## src/rtl/dual_deq_stage_pkg.sv

```systemverilog
// Shared pipeline types: 2-bit entry count, its named values and a min helper.
package dual_deq_stage_pkg;

    typedef logic [1:0] cnt_t;

    localparam cnt_t EMPTY = 2'd0;
    localparam cnt_t ONE   = 2'd1;
    localparam cnt_t TWO   = 2'd2;

    function automatic cnt_t min2(input cnt_t a, input cnt_t b);
        return (a < b) ? a : b;
    endfunction

endpackage

```

## src/rtl/dual_deq_stage.sv

```systemverilog
// Two-wide dequeue consumer: 2-entry skid buffer between the instruction queue
// and rename, compacting survivors toward lane 0 and refilling in the same cycle.
module dual_deq_stage
    import dual_deq_stage_pkg::*;
#(
    parameter int WIDTH = 32
) (
    input  logic             clk,
    input  logic             rst_n,
    input  logic             flush,
    input  logic             q_empty,
    input  logic             q_almost_empty,
    input  logic [WIDTH-1:0] q_deq_data,
    input  logic [WIDTH-1:0] q_deq_data_1,
    output logic             q_deq,
    output logic             q_deq_1,
    output logic             out_valid,
    output logic [WIDTH-1:0] out_data,
    output logic             out_valid_1,
    output logic [WIDTH-1:0] out_data_1,
    input  logic [1:0]       out_accept,
    output logic [1:0]       occupancy
);

    // Handshake: an entry on a lane is offered while its valid is high and is
    // held unchanged until consumed; out_accept counts consumed entries in lane
    // order and is clamped to what is offered. q_deq/q_deq_1 pop the queue head
    // in the same cycle, so popped data must be present on q_deq_data*.
    cnt_t             cnt, cnt_n;
    logic [WIDTH-1:0] slot0, slot1, slot0_n, slot1_n;
    cnt_t             acc, keep, free, avail, fill, accept_c;

    always_comb begin
        accept_c = (out_accept == 2'd3) ? TWO : cnt_t'(out_accept);
        acc      = min2(accept_c, cnt);
        keep     = cnt - acc;
        free     = TWO - keep;
        avail    = q_empty ? EMPTY : (q_almost_empty ? ONE : TWO);
        fill     = (flush || !rst_n) ? EMPTY : min2(free, avail);

        slot0_n = slot0;
        slot1_n = slot1;
        if (!flush) begin
            case (keep)
                EMPTY: begin
                    if (fill != EMPTY) slot0_n = q_deq_data;
                    if (fill == TWO)   slot1_n = q_deq_data_1;
                end
                ONE: begin
                    // A single survivor always lands in slot0; the new entry follows it.
                    if (cnt == TWO)    slot0_n = slot1;
                    if (fill != EMPTY) slot1_n = q_deq_data;
                end
                default: ;
            endcase
        end
        cnt_n = flush ? EMPTY : (keep + fill);
    end

    assign q_deq   = (fill != EMPTY);
    assign q_deq_1 = (fill == TWO);

    always_ff @(posedge clk or negedge rst_n) begin
        if (!rst_n) begin
            cnt   <= EMPTY;
            slot0 <= '0;
            slot1 <= '0;
        end else begin
            cnt   <= cnt_n;
            slot0 <= slot0_n;
            slot1 <= slot1_n;
        end
    end

    assign out_valid   = (cnt != EMPTY);
    assign out_valid_1 = (cnt == TWO);
    assign out_data    = slot0;
    assign out_data_1  = slot1;
    assign occupancy   = cnt;

endmodule

```

## config.mk

```make
export PLATFORM = sky130hd
export DESIGN_NAME = dual_deq_stage
export DESIGN_NICKNAME = d
export VERILOG_FILES = /design/src/rtl/dual_deq_stage_pkg.sv /design/src/rtl/dual_deq_stage.sv
export SDC_FILE = /design/constraint.sdc
export NUM_CORES = 1
export LEC_CHECK = 0
export CELL_PAD_IN_SITES_DETAIL_PLACEMENT = 1
export CELL_PAD_IN_SITES_GLOBAL_PLACEMENT = 1
export CORE_MARGIN = 2
export CORE_UTILIZATION = 35
export CTS_CLUSTER_SIZE = 20
export DETAILED_ROUTE_END_ITERATION = 6
export GPL_ROUTABILITY_DRIVEN = 1
export MAX_ROUTING_LAYER = met4
export PLACE_DENSITY_LB_ADDON = 0.1
export SYNTH_ARGS = -nofsm -noshare
export SYNTH_HDL_FRONTEND = slang
export SYNTH_SLANG_ARGS = --single-unit
```

## constraint.sdc

```tcl
create_clock -name clk -period 4.4 [get_ports clk]
set_clock_uncertainty 0.05 [all_clocks]
set_input_delay 0.88 -clock clk [delete_from_list [all_inputs] [get_ports clk]]
set_output_delay 0.88 -clock clk [all_outputs]
set_load 0.02 [all_outputs]
```

==> run summary <==
run status: complete, no violations
layout overhead on the synthesized area: 50.1%
Initial Util: 35.5%
vias in the first global route: 2,778
class of the worst hold path: reg -> reg
Data arrival, critical path: 3290 ps
register area share after synthesis: 45.9%
critical path fanouts, max: 3
worst skew pair latency: 330 ps
final setup margin: 176 ps
Total Routed Length: 8.84 mm
antenna cell count: 0
row cnt: 37
min cycle time layout: 4220 ps
CTS sink cnt: 66
Place WS: -340 ps
syn avg cell area: 14.4 um^2
final setup violation count: 0
critical-path cell with the highest stage delay: sky130_fd_sc_hd__clkdlybuf4s50_1
All-Layer GR Usage: 16.9%
number of iterations in the first detailed-routing pass: 3
remaining design rule violation count: 0
routed metal-1 wire length: 3.84 mm
worst hold slack after final layout: 460 ps
part of the cycle the worst path needs: 96.0%
total internal power: 0.00291 W
number of inserted filler cells in the final layout: 1,026
CTS tree: yes
area of the core: 10,100 um^2
number of antenna violations at the first check in global routing: 0
largest net degree at the start of global routing: 68
clock network fraction of total power: 10.1%
first-pass GRT wire length: 14.3 mm
via count: 2,542
worst ir drop on vdd: 0.440 mV
area used by sequential logic in the layout: 1650 um^2
final RePlAce weighted congestion: 0.716
violation count after the first detailed-route iteration: 81
sequence of cells on the critical path: clkdlybuf4s50_1 -> ha_1 -> nor2_1 -> nor2_1 -> nor2_1 -> ha_1 -> xnor2_2 -> ha_2 -> ha_1 -> nor2_1 -> o22ai_2 -> nor3b_2 -> buf_4
Crit Path Class: in -> out
Mapped Area: 3600 um^2
Most Frequent Cell on Critical Path: sky130_fd_sc_hd__nor2_1
total buffers and inverters traversed by the critical path: 2
ratio of cells with drive above 1 in the final layout: 41.0%
via count normalized by instance count: 4.72
top library cells by usage in the layout, fill and taps aside: sky130_fd_sc_hd__clkdlybuf4s50_1 (137), sky130_fd_sc_hd__mux2_2 (99), sky130_fd_sc_hd__dfrtp_1 (66)
met2 wire len: 4.39 mm
WL met3: 526 um
endpoint type of the worst setup path: output pin
die height: 105 um
number of storage elements in the synthesis netlist: 66
maximum buffer depth of the clock tree: 2
switching fraction of total power: 36.9%
crit-path max cell delay: 480 ps
Seq pwr share: 24.1%
top routing layer used: met4
number of routed nets with antenna violations: 0
placed cell count: 524
Die Outline Area: 11,100 um^2
Net count, final: 478
commonest non-fill, non-tap cell in the layout: sky130_fd_sc_hd__clkdlybuf4s50_1
final hold viol count: 0
Die X-Extent: 105 um
CTS buffer count: 9
total of hold buffers inserted after clock tree synthesis: 0
reported net switching power: 0.00170 W
Leakage: 2.26 nW
kind of cell adding the most delay to the critical path: adder cells
startpoint types: primary input
max-slew violation count: 0
IO Count: 141
DP HPWL: 6.21 mm
clock-pin slew of the registers on the worst-case setup and hold paths: 70 ps
H-Tree Depth: 3
warnings from Yosys: 0
average wire per cell in the routed design: 16.4 um
Cells after Synth: 250
Max-cap violations: 0
total of buffers placed on input and output ports: 140
Post-Synthesis Net Count: 329
post-route non-filler standard cell count: 538
global route total overflow: 0
Multi-input gate area: 1860 um^2
data required time of the critical path: 3470 ps
clock tree root buffer cell: sky130_fd_sc_hd__clkbuf_8
power density over cell area: 854 nW/um^2
slew at the pin with the worst max-slew slack: 877 ps
portion of total power attributed to combinational logic: 65.8%
number of distinct library cell variants in the gate-level netlist after synthesis: 24
highest attainable clock frequency: 237 MHz
Relative slew margins: 41.5%
==> synthesized netlist by cell type (all sizes together) <==
cell,count,area share (%)
nor2b,2,0.35
or2,1,0.17
xnor2,2,0.49
xor2,1,0.24
ha,8,2.8
nor2,8,0.90
nor3,1,0.14
buf,8,1.6
a311oi,1,0.73
a211o,1,0.24
a21oi,2,0.28
o22ai,1,0.35
a21boi,1,0.21
dfrtp,66,46
inv,7,0.73
clkbuf,6,0.63
nand2b,1,0.17
nand2,2,0.21
nor3b,2,0.42
mux2,129,43
==> flip-flops by register name (all words and copies together), names as in the netlist <==
register,flops
out_data_1,32
occupancy,2
out_data,32
==> through the flow <==
step / total power (W) / area (um^2) / TNS, ps / util, %
after global routing: 0.00492 / 5400 / -1.32 / 53.3
final: 0.00461 / 5400 / 0 / 53.3
after floorplan: 0.00311 / 3600 / 0 / -
after global placement: 0.00415 / 5220 / -510 / 51.5
after CTS: 0.00469 / 5410 / 0 / 53.3
after detailed placement: 0.00419 / 5220 / -670 / 51.5
==> layer usage <==
| metal | GRT usage (%) | vias up |
|---|---|---|
| met5 | - | - |
| met4 | 5.43 | 0 |
| met3 | 4.14 | 7 |
| met2 | 27.4 | 79 |
| met1 | 20.9 | 1272 |
| li1 | - | 1184 |
==> power by group through the flow <==
stage,clock network [W],registers [W],logic [W]
6_report,0.000467,0.00111,0.00303
5_1_grt,0.000513,0.00116,0.00324
4_1_cts,0.000487,0.00112,0.00309
3_5_place_dp,0,0.00112,0.00307
3_3_place_gp,0,0.00110,0.00304
2_1_floorplan,0,0.00146,0.00165
==> final timing paths <==
kind / start / end / slack [ps] / depth (start not counted)
setup / recovery: out_accept[1] / q_deq_1 / 180 / 13
hold / removal: out_data[23] / out_data[23] / 460 / 1
setup reg to reg: occupancy[1] / out_data[22] / 870 / 15
hold reg to reg: out_data[23] / out_data[23] / 460 / 1
max in group asynchronous: rst_n / out_data[25] / 3000 / 2
min in group asynchronous: rst_n / occupancy[1] / 720 / 2
==> cell families (layout without fill, tap and decap cells) <==
group | count (synthesis) | in the layout | share of synthesized area, %
compound gates | 6 | 6 | 1.81
xor+xnor | 3 | 3 | 0.730
fa+ha+maj | 8 | 8 | 2.78
buf+inv | 21 | 173 | 2.95
flops | 66 | 66 | 45.9
mux | 129 | 129 | 43.5
simple gates | 17 | 17 | 2.36
==> repair_timing <==
action	CTS	global route
setup buffers	0	0
setup endpoints to repair	2	2
resized for setup	8	4
gates cloned	0	0
pin swaps	0	0
==> layout make-up <==
type,instances,share of cell area [%]
Clock buffer,12,3.06
Clock inverter,2,0.232
Tap cell,136,3.15
Timing Repair Buffer,152,28.1
Sequential cell,66,30.6
Inverter,7,0.486
Multi-Input combinational cell,163,34.4
Power figures use the tool's default switching activity.
